File: config.mk
export PLATFORM = sky130hd
export DESIGN_NAME = hex_scan_mux_flat
export DESIGN_NICKNAME = d
export VERILOG_FILES = /design/src/rtl/hex_scan_mux_if.sv /design/src/rtl/hex_scan_mux.sv /design/src/flat_wrapper.sv
export SDC_FILE = /design/constraint.sdc
export NUM_CORES = 1
export LEC_CHECK = 0
export CAP_MARGIN = 15
export CORE_MARGIN = 10
export CORE_UTILIZATION = 48
export CTS_CLUSTER_DIAMETER = 100
export DETAILED_ROUTE_END_ITERATION = 10
export GPL_ROUTABILITY_DRIVEN = 0
export PLACE_DENSITY = 0.81
export REMOVE_ABC_BUFFERS = 1
export SLEW_MARGIN = 40
export SYNTH_ARGS = -nofsm -noshare
export SYNTH_HDL_FRONTEND = slang
export SYNTH_SLANG_ARGS = --single-unit
File: constraint.sdc
create_clock -name clk -period 2.01 [get_ports clk]
set_clock_uncertainty 0.2 [all_clocks]
set_input_delay 0.603 -clock clk [delete_from_list [all_inputs] [get_ports clk]]
set_output_delay 0.603 -clock clk [all_outputs]
set_load 0.005 [all_outputs]
File: src/rtl/hex_scan_mux_if.sv
`default_nettype none
// ============================================================================
// Module   : hex_scan_mux_if
// Brief    : Bundle of the scanner's control inputs and display outputs.
//            master = whoever drives enable/load/value_in,
//            slave  = the scanner itself.
// Revision : 1.0 - initial release
// ============================================================================
interface hex_scan_mux_if #(
  parameter int DIGITS = 4
);
  logic                  enable;
  logic                  load;
  logic [4*DIGITS-1:0]   value_in;
  logic [3:0]            hex_out;
  logic [DIGITS-1:0]     digit_an;
  logic                  frame;

  modport master (
    output enable, load, value_in,
    input  hex_out, digit_an, frame
  );

  modport slave (
    input  enable, load, value_in,
    output hex_out, digit_an, frame
  );
endinterface
`default_nettype wire

File: src/rtl/hex_scan_mux.sv
`default_nettype none
// ============================================================================
// Module   : hex_scan_mux
// Brief    : Time-multiplexed hex digit scanner for a common-anode display.
//            Holds a DIGITS-nibble value in a shadow register and presents one
//            nibble at a time on hex_out with the matching active-low digit
//            enable. Each digit stays lit for DIV clocks; frame pulses once per
//            full scan, one edge after the wrap from the last digit to digit 0.
//            Optional build macro HEX_SCAN_ZERO_BLANK_EN enables leading-zero
//            blanking (digit 0 is never blanked).
// Revision : 1.0 - initial release
// ============================================================================
module hex_scan_mux #(
  parameter int DIGITS = 4,
  parameter int DIV    = 50000
) (
  input  wire           clk,
  input  wire           resetn,
  hex_scan_mux_if.slave bus
);

  localparam int IDX_W = (DIGITS > 1) ? $clog2(DIGITS) : 1;
  localparam int PRE_W = $clog2(DIV);
  localparam logic [IDX_W-1:0] IDX_LAST = IDX_W'(DIGITS - 1);
  localparam logic [PRE_W-1:0] PRE_LAST = PRE_W'(DIV - 1);

  typedef enum logic [0:0] {
    ST_OFF  = 1'b0,
    ST_SCAN = 1'b1
  } state_t;

  state_t              state_q,  state_d;
  logic [4*DIGITS-1:0] shadow_q, shadow_d;
  logic [IDX_W-1:0]    idx_q,    idx_d;
  logic [PRE_W-1:0]    pre_q,    pre_d;
  logic                wrap_q,   wrap_d;
  logic [3:0]          hex_q,    hex_d;
  logic [DIGITS-1:0]   an_q,     an_d;
  logic                frame_q,  frame_d;

  logic                w_tick;
  logic [DIGITS-1:0]   w_onehot;
  logic [3:0]          w_nibble;
  logic [DIGITS-1:0]   w_blank;
  logic                w_blank_sel;

  // Prescaler only runs in SCAN; in OFF it sits at 0, and DIV >= 2 keeps tick low there.
  assign w_tick = (pre_q == PRE_LAST);

  // Shadow register captures value_in on any load strobe, independent of state.
  always_comb begin
    shadow_d = shadow_q;
    if (bus.load) begin
      shadow_d = bus.value_in;
    end
  end

  // Scan FSM: entering or leaving SCAN restarts the scan at digit 0.
  always_comb begin
    state_d = state_q;
    idx_d   = idx_q;
    pre_d   = pre_q;
    wrap_d  = 1'b0;
    case (state_q)
      ST_OFF: begin
        idx_d = '0;
        pre_d = '0;
        if (bus.enable) begin
          state_d = ST_SCAN;
        end
      end
      ST_SCAN: begin
        if (!bus.enable) begin
          // Disable wins over a coincident tick, so no frame is flagged.
          state_d = ST_OFF;
          idx_d   = '0;
          pre_d   = '0;
        end else if (w_tick) begin
          pre_d  = '0;
          wrap_d = (idx_q == IDX_LAST);
          idx_d  = (idx_q == IDX_LAST) ? '0 : idx_q + IDX_W'(1);
        end else begin
          pre_d = pre_q + PRE_W'(1);
        end
      end
      default: begin
        state_d = ST_OFF;
        idx_d   = '0;
        pre_d   = '0;
      end
    endcase
  end

  // Decode the current digit index into a one-hot lane and pick its nibble.
  always_comb begin
    w_onehot = '0;
    w_nibble = '0;
    for (int i = 0; i < DIGITS; i++) begin
      if (idx_q == IDX_W'(i)) begin
        w_onehot[i] = 1'b1;
        w_nibble    = shadow_q[i*4 +: 4];
      end
    end
  end

`ifdef HEX_SCAN_ZERO_BLANK_EN
  // A digit above 0 is blank when it and every more significant nibble are zero.
  for (genvar gi = 0; gi < DIGITS; gi++) begin : g_blank
    if (gi == 0) begin : g_lsd
      assign w_blank[gi] = 1'b0;
    end else begin : g_upper
      assign w_blank[gi] = ~|shadow_q[4*DIGITS-1:4*gi];
    end
  end
`else
  assign w_blank = '0;
`endif

  assign w_blank_sel = |(w_onehot & w_blank);

  // Outputs come from pre-edge state/idx/shadow so nibble and enable always move together.
  always_comb begin
    hex_d   = 4'h0;
    an_d    = '1;
    frame_d = wrap_q;
    if ((state_q == ST_SCAN) && !w_blank_sel) begin
      hex_d = w_nibble;
      an_d  = ~w_onehot;
    end
  end

  // State and output registers with asynchronous active-low reset.
  always_ff @(posedge clk or negedge resetn) begin
    if (!resetn) begin
      state_q  <= ST_OFF;
      shadow_q <= '0;
      idx_q    <= '0;
      pre_q    <= '0;
      wrap_q   <= 1'b0;
      hex_q    <= 4'h0;
      an_q     <= '1;
      frame_q  <= 1'b0;
    end else begin
      state_q  <= state_d;
      shadow_q <= shadow_d;
      idx_q    <= idx_d;
      pre_q    <= pre_d;
      wrap_q   <= wrap_d;
      hex_q    <= hex_d;
      an_q     <= an_d;
      frame_q  <= frame_d;
    end
  end

  assign bus.hex_out  = hex_q;
  assign bus.digit_an = an_q;
  assign bus.frame    = frame_q;

endmodule
`default_nettype wire
File: src/flat_wrapper.sv
// flat-port wrapper written by rule: the top's interface ports become plain ports
module hex_scan_mux_flat 
#(
  parameter int DIGITS = 4,
  parameter int DIV    = 50000
)
  (clk, resetn, bus_enable, bus_load, bus_value_in, bus_hex_out, bus_digit_an, bus_frame);
  hex_scan_mux_if #(.DIGITS(DIGITS)) bus_i ();
  input  wire clk;
  input  wire resetn;
  input wire logic [$bits(bus_i.enable)-1:0] bus_enable;
  input wire logic [$bits(bus_i.load)-1:0] bus_load;
  input wire logic [$bits(bus_i.value_in)-1:0] bus_value_in;
  output wire logic [$bits(bus_i.hex_out)-1:0] bus_hex_out;
  output wire logic [$bits(bus_i.digit_an)-1:0] bus_digit_an;
  output wire logic [$bits(bus_i.frame)-1:0] bus_frame;
  assign bus_i.enable = bus_enable;
  assign bus_i.load = bus_load;
  assign bus_i.value_in = bus_value_in;
  assign bus_hex_out = bus_i.hex_out;
  assign bus_digit_an = bus_i.digit_an;
  assign bus_frame = bus_i.frame;
  hex_scan_mux #(.DIGITS(DIGITS), .DIV(DIV)) u_core (.clk(clk), .resetn(resetn), .bus(bus_i));
endmodule
== After elaboration in Yosys (flattened, before gate mapping) ==
Cells that the tools add are included.
Operators by class
  multipliers: 0
  $add $sub $neg: 2
  div/mod/pow operators: 0
  eq/ne operators: 5
  multiplexer cells: 21
  magnitude comparators: 0
  reduce and logical (&&, ||, !) cells: 1
  shifts and indexed selects: 0
  bitwise gates (word level): 2
Operators with widths (number)
  2-to-1 mux 16 bit: 2
  one-hot mux 16 bit (2 select lines): 1
  2-to-1 mux 4 bit: 6
  adder 16 x 1 -> 16 bit, second input constant: 1
  == test 16 bit, second input constant: 1
  2-to-1 mux 1 bit: 8
  2-to-1 mux 2 bit: 3
  == test 2 bit, second input constant: 2
  inverter 4 bit: 1
  one-hot mux 2 bit (2 select lines): 1
  inequality test 3 bit, second input constant: 1
  adder 2 x 1 -> 2 bit, second input constant: 1
  == test 2 x 1 -> 1 bit, second input constant: 1
  zero test 2 bit: 1
  inverter 1 bit: 1
Word-level totals
  bits in latches: 0
  output and inout bits: 9
  bits in read-only memories: 0
  bits in writable memories: 0
  register bits after elaboration: 45
  memories kept: 0
  logic and storage cells: 39
  input bits: 20

== Depth between registers and ports, before layout ==
  depth after elaboration: 6
  mapped depth: 6
  gate-level depth less buffers: 6

== Worst setup path after synthesis ==
No wires, ideal clock.
  kind: reg2reg
  start: register u_core.pre_q[10]
  end: register u_core.pre_q[10]
  path slack: -0.198 ns
  data required time: 1.689 ns
  path buffers: 1
  setup time: 0.121 ns
  clock period less this slack: 2.208 ns
  stages on the path, launching flop included: 6
  data arrival time: 1.886 ns
  cells stage by stage: dfrtp_1 > or4b_1 > or4_4 > nand3_1 > buf_2 > nor2_1
On the way
  cells in the longest elaborated chain, start to end: 4
  elaborated cells between the ends (all ways): 5
  those cells by class: add/sub (1); eq/ne (1); mux (3)
Ends and longest elaborated chain
  start, declared: RTL line hex_scan_mux.sv:35  | logic [PRE_W-1:0] pre_q, pre_d;
  start signal, assigned: RTL line hex_scan_mux.sv:147  | pre_q <= pre_d;
  adder 16 x 1 -> 16 bit or == test 16 bit (tied branches): RTL line hex_scan_mux.sv:83, hex_scan_mux.sv:48
  2-to-1 mux 16 bit (*): RTL line hex_scan_mux.sv:78  | end else if (w_tick) begin
  2-to-1 mux 16 bit (*): RTL line hex_scan_mux.sv:73  | if (!bus.enable) begin
  one-hot mux 16 bit (2 select lines) (*): RTL line hex_scan_mux.sv:64  | case (state_q)
  via u_core.pre_d[10]: RTL line hex_scan_mux.sv:35
The timed path passes the listed nets; every way through them passes the cells marked *.
A chain may end at the register's enable or synchronous reset.

== Final worst setup path ==
  start: register u_core.pre_q[7]
  end: register u_core.idx_q[0]
On the way
  cells in the longest elaborated chain, start to end: 2
Ends and longest elaborated chain
  == test 16 bit: RTL line hex_scan_mux.sv:48  | assign w_tick = (pre_q == PRE_LAST);
  inequality test 3 bit (no line)
  end signal, assigned: RTL line hex_scan_mux.sv:146  | idx_q <= idx_d;
  end, declared: RTL line hex_scan_mux.sv:34  | logic [IDX_W-1:0] idx_q, idx_d;
No other way between the ends.

==> metrics.md <==
| Metric | Value |
|---|---|
| Status | `finished with violations` |
| Failing checks | `setup timing` |
| Port Buffers | `28` |
| First-pass GRT wire length | `7170 µm` |
| Vias in the first global route | `1,478` |
| Number of synthesized flops with an enable pin | `0` |
| Synth top cells by count | `dfrtp_1 (41), nor2_1 (20), nand2_1 (14)` |
| GRT Resource Usage Total | `12.6%` |
| Arrival time worst endpoint | `2.22 ns` |
| CTS Root Buffer Type | `clkbuf_8` |
| Clk buf depth | `2` |
| WL/cell | `15.5 µm` |
| Seq cells post-synth | `45` |
| Slew Viols, Final | `0` |
| Worst path required time | `2.04 ns` |
| Syn Inst Count | `169` |
| CTS tree | `built` |
| Power per cell area | `671 nW/µm²` |
| RSZ-0062 raised after global routing | `true` |
| Element type at the critical path end | `flop` |
| Final Hold Fails | `0` |
| Die W | `83.4 µm` |
| Final instance area | `2560 µm²` |
| Site Rows | `22` |
| Synth top area share | `53.2%` |
| DP Area | `2410 µm²` |
| Peak Freq | `457 MHz` |
| Unique masters post-synth | `26` |
| Antenna violations before repair | `0` |
| Worst hold path type | `input port to asynchronous set/reset pin` |
| Top_reg_cell synth | `dfrtp_1` |
| DR vias | `1,421` |
| R2R Setup Slk | `-0.18 ns` |
| Startpoint Class | `flop` |
| Detail Placement HPWL | `3080 µm` |
| Worst reg2reg path depth | `4` |
| ANT cells | `0` |
| Die area | `6950 µm²` |
| Worst R2R End | `u_core.idx_q[0]$_DFFE_PN0P_` |
| Slew at the pin with the worst max-slew slack | `0.450 ns` |
| Clock latency on the worst-skew pair | `0.29 ns` |
| Worst-path maximum fanout | `3` |
| Vias per cell | `5.24` |
| Die Y | `83.4 µm` |
| Clk pin slew, worst setup/hold paths | `0.08 ns` |
| Initial DRC count | `64` |
| Drt pass-1 iters | `4` |
| Min Tclk post-route | `2.19 ns` |
| Most frequent cell after synthesis | `dfrtp_1` |
| Boundary Pins | `29` |
| Register area share after synthesis | `58.7%` |
| Worst Setup Path Type | `flop to flop` |
| Tcrit/Tclk final | `109%` |
| Initial Util | `51.1%` |
| Routed WL | `4200 µm` |
| Pin count of the biggest net entering global routing | `22` |
| Final WS setup | `-0.179 ns` |
| H-Tree Depth | `2` |
| Syn avg cell area | `11.4 µm²` |
| Synth top area cells | `dfrtp_1 (53%), mux2_2 (7.0%), xnor2_1 (5.9%)` |
| Synth async-reset ratio | `100%` |
| Core outline area | `3770 µm²` |
| Leak Pwr | `1.08 nW` |
| Mapped Area | `1930 µm²` |
| Final setup vio count | `17` |
| Clock Sinks | `45` |
| Peak supply drop | `0.000433 V` |
| Area grow syn2layout | `32.7%` |
| R2R Path Start | `u_core.pre_q[7]$_DFF_PN0_` |
| DRC viols | `0` |
| Antenna-violating nets left | `0` |
| Cts bufs inserted | `5` |
| Total gr overflow | `0` |
| Max cap viols | `0` |
| Layout cells sized above 1 | `23.8%` |
| Worst slew margin | `70.0%` |
| Area leader, netlist | `dfrtp_1` |
| Layout filler cell count | `269` |
| Worst slack, placed | `-0.189 ns` |
| Yosys warns | `0` |
| Nets | `247` |
repair_timing:
action / in CTS / in global routing
hold buffers: 0 / 0
setup buffers: 2 / 1
gates cloned: 0 / 0
gates resized for setup: 7 / 4
endpoints found under the setup margin: 21 / 17
pin swaps: 1 / 1
power breakdown:
part           total (W)  switching (W)  internal (W)
registers       0.000967      0.0000206      0.000947
logic           0.000155      0.0000644     0.0000907
clock network   0.000594       0.000284      0.000310
total            0.00172       0.000369       0.00135
state kept, by name (all words and copies together), names as in the netlist:
name	cells
u_core.idx_q	2
u_core.state_q	1
u_core.shadow_q	16
u_core.pre_q	16
u_core.bus.frame	1
u_core.bus.hex_out	4
u_core.frame_d	1
u_core.bus.digit_an	4
worst max path at each step:
| stage | from | to | slack [ns] | cells after the start |
|---|---|---|---|---|
| 3_5_place_dp | u_core.pre_q[10]$_DFF_PN0_ | u_core.idx_q[0]$_DFFE_PN0P_ | -0.19 | 4 |
| 4_1_cts | u_core.pre_q[10]$_DFF_PN0_ | u_core.idx_q[0]$_DFFE_PN0P_ | -0.17 | 4 |
| 5_1_grt | u_core.pre_q[7]$_DFF_PN0_ | u_core.idx_q[0]$_DFFE_PN0P_ | -0.21 | 4 |
| 6_report | u_core.pre_q[7]$_DFF_PN0_ | u_core.idx_q[0]$_DFFE_PN0P_ | -0.18 | 4 |
| 2_1_floorplan | u_core.pre_q[10]$_DFF_PN0_ | u_core.pre_q[10]$_DFF_PN0_ | -0.18 | 4 |
| 3_3_place_gp | u_core.pre_q[10]$_DFF_PN0_ | u_core.idx_q[0]$_DFFE_PN0P_ | -0.13 | 4 |
worst max-delay path, stage by stage (launching register included):
cell,delay (ns)
dfrtp_1,0.38
or4b_4,0.54
or4_4,0.55
or3_4,0.35
a21oi_2,0.12
metrics by stage:
step | util (%) | hold WS, ns | TNS, ns | power [W] | cells
2_1_floorplan | - | 0.107 | -2.75 | 0.00104 | 165
3_3_place_gp | 64.0 | 0.138 | -0.984 | 0.00113 | 260
3_5_place_dp | 64.0 | 0.149 | -1.68 | 0.00114 | 260
4_1_cts | 67.3 | 0.0417 | -1.58 | 0.00174 | 270
5_1_grt | 67.9 | 0.0727 | -2.91 | 0.00179 | 271
6_report | 67.9 | 0.0406 | -1.98 | 0.00172 | 271
per-layer routing:
layer	routed length (µm)	vias to the layer above	global-route usage [%]
met5	0	-	0
met3	219	8	4.59
met4	65	0	5.08
li1	-	684	-
met2	2110	30	21.8
met1	1810	699	13.6
kinds of logic (layout without fill, tap and decap cells):
kind of cell,after synthesis,after routing,synth area share [%]
buffers and inverters,15,69,2.98
xor gates and xnor gates,14,14,6.36
and+or+nand+nor,60,60,15.5
AOI/OAI and AO/OA,18,18,6.23
muxes,12,12,7.01
adders and majority gates,5,5,3.24
DFF,45,45,58.7
cells in the final DEF, fill, tap and decap left out, drive strengths merged:
| cell | netlist | routed |
|---|---|---|
| nor2b | 2 | 2 |
| clkbuf | 3 | 7 |
| dfrtp | 41 | 41 |
| nand4 | 3 | 3 |
| or4bb | 2 | 2 |
| xnor2 | 13 | 13 |
| or4b | 1 | 1 |
| a221oi | 4 | 4 |
| nor2 | 20 | 20 |
| nor4 | 4 | 4 |
| ha | 5 | 5 |
| mux2 | 12 | 12 |
| clkinv | 0 | 1 |
| o21ai | 4 | 4 |
| dfstp | 4 | 4 |
| nor3 | 4 | 4 |
| a22o | 4 | 4 |
| buf | 1 | 23 |
| clkdlybuf4s50 | 0 | 23 |
| nand3 | 6 | 6 |
| and4 | 1 | 1 |
| xor2 | 1 | 1 |
| or3 | 1 | 1 |
| inv | 11 | 11 |
| or4 | 1 | 1 |
| and2 | 1 | 1 |
| dlygate4sd2 | 0 | 4 |
| nand2 | 14 | 14 |
| a21oi | 6 | 6 |
cell type report:
cell class / count / area, µm² / area share (%)
inverters: 11 / 41.3 / 1.61
multi-input cells: 109 / 757 / 29.6
clock buffers: 7 / 96.3 / 3.77
flip-flops and latches: 45 / 1130 / 44.2
clock inverters: 1 / 5.00 / 0.196
repair buffers: 50 / 468 / 18.3
well taps: 48 / 60.1 / 2.35
No activity file was read; power rests on OpenSTA's default activity.
==> patch, RTL diff (same flow settings) <==
Add a define of `HEX_SCAN_ZERO_BLANK_EN`.
--- a/src/rtl/hex_scan_mux.sv
+++ b/src/rtl/hex_scan_mux.sv
@@ -12,2 +12,4 @@
 // ============================================================================
+`define HEX_SCAN_ZERO_BLANK_EN
+
 module hex_scan_mux #(
Behaviour: no difference found for any inputs over 10 cycles, from zero or initial values and one cycle with resetn low; that may be too few to reach the edited logic, so the function may still have changed.
==> patch against the unedited design <==
Sequential share of layout area increased by 1.3 points; die area increased by 4.0%; combinational power decreased by 4%; routed wire length is 7.9% lower; non-clock buffer count fell by 15; area after synthesis is 5.3% higher; design area shrank 2.8%; final cell count decreased by 4.1%; critical path depth decreased by 3; global-route usage down 1.5 points; setup slack better by 0.24 ns; via count is 2.1% lower; sequential cell count is the same; total power decreased by 3.4%; critical path type is now reg -> out.
==> patch: results (changes against the unedited design) <==
outcome - finished, final reports clean
NonClk Buf Share - 14.0% (-4.3 points)
Yosys cell types - 32 (+23%)
count of non-CTS inverters in the layout - 5 (-6)
Final TNS setup - 0 ns (+1.98 ns)
post-DP HPWL - 2980 um (-3.4%)
Post-synth EDFFs - 0 (unchanged)
Initial DRT Pass Iterations - 4 (unchanged)
Worst path max stage delay - 0.50 ns (-0.05 ns)
fraction of layout cells with a size suffix above 1 - 19.5% (-4.2 points)
fraction of area in clock buffers and inverters - 3.32% (-0.64 points)
CTS Buffer Depth - 2 (unchanged)
crit-path leading delay family - buffers and inverters
Starting DRT DRC Count - 80 (+25%)
Finished Cell Area - 0.00249 mm^2 (-2.8%)
IO Port Bufs - 28 (unchanged)
number of vias in the routed layout - 1,391 (-2.1%)
total global-route track usage - 11.2% (-1.5 points)
multi-input gates - 117 (+7.3%)
#FFs+latches synth - 45 (unchanged)
cts bufs inserted - 5 (unchanged)
Seq/total area - 45.5% (+1.3 points)
multi-input logic area - 845 um^2 (+12%)
Hold Crit Class - in -> async
Area after DPL - 0.00241 mm^2 (-0.21%)
top post-synthesis cells by area - dfrtp_1 (51%), mux2_2 (8.9%), dfstp_2 (5.2%)
worst-margin pin slew - 0.402 ns (-0.0473 ns)
FF-to-FF path depth - 5 (+1)
yosys warns - 0 (unchanged)
Worst EP arrival - 1.15 ns (-1.07 ns)
ys async rst share - 100% (unchanged)
slowest stage cell, crit path - clkdlybuf4s50_1
Non-clk bufs - 35 (-30%)
Post-CTS Setup Bufs - 0 (-2)
P_leak - 0.00103 uW (-5.2%)
RR Startpoint - u_core.idx_q[1]
Worst IR Drop VDD - 0.486 mV (+12%)
# nets final - 234 (-5.3%)
routed wire length - 3870 um (-7.9%)
largest net degree at the start of global routing - 30 (+36%)
clk_buf instances - 6 (-1)
clk root buf - clkbuf_8
Post-synth top cells - dfrtp_1 (41), nor2_1 (19), mux2_2 (16)
Top FF cell, synth - dfrtp_1
sequential area share after synthesis - 55.7% (-3.0 points)
# fillers - 328 (+22%)
reg2reg end - u_core.bus.hex_out[2]
R2R Setup Slk - 0.15 ns (+0.33 ns)
post-CTS resize count - 4 (-3)
CP Max Fanout - 1 (-2)
first-pass GRT wire length - 6690 um (-6.6%)
## patch: cell count changes after synthesis, moves of 4 or more
cell,change
inv_1,-6
o31ai_1,+5
a22o_1,-4
mux2_2,+4
xnor2_1,-4
nand2_1,-5
nand3_1,+4
## patch: power by group
part | leakage (uW) | internal (uW) | switching (uW)
combinational | 0.000411 | 92.5 | 56.1
clock | 0.0000450 | 241 | 289
sequential | 0.000571 | 948 | 31.1
## patch: metrics by stage
stage	worst slack [ns]	hold slack, ns	cells	util (%)
after floorplan	0.339	0.107	167	-
after global placement	0.0878	0.132	252	59.4
after detailed placement	0.0749	0.136	252	59.4
after CTS	0.0342	0.0287	260	61.3
after global routing	0.0180	0.0445	260	61.3
final	0.0609	0.0219	260	61.3
## patch: kinds of logic after synthesis
logic type | synth area share (%)
AND/OR/NAND/NOR | 18.6
flip-flops | 55.7
multiplexers | 9.37
AO/OA/AOI/OAI | 4.93
XOR/XNOR | 5.61
buffers and inverters | 2.71
adder cells (fa/ha/maj) | 3.08
## patch: worst max path at each step
stage / startpoint / endpoint / slack, ns / cells past startpoint
2_1_floorplan: u_core.pre_q[0] / u_core.idx_q[0] / 0.34 / 5
3_3_place_gp: bus_load / u_core.shadow_q[9] / 0.09 / 3
3_5_place_dp: bus_load / u_core.shadow_q[12] / 0.07 / 3
4_1_cts: u_core.bus.hex_out[0] / bus_hex_out[0] / 0.03 / 1
5_1_grt: u_core.bus.hex_out[1] / bus_hex_out[1] / 0.02 / 1
6_report: u_core.bus.hex_out[0] / bus_hex_out[0] / 0.06 / 1
## patch: per-layer routing
metal	track usage, %	up-vias	part of all wire, %
met2	16.3	33	44
li1	-	684	-
met1	14.2	667	47
met3	3.63	7	6.8
met4	6.14	0	2.2
met5	0	-	0
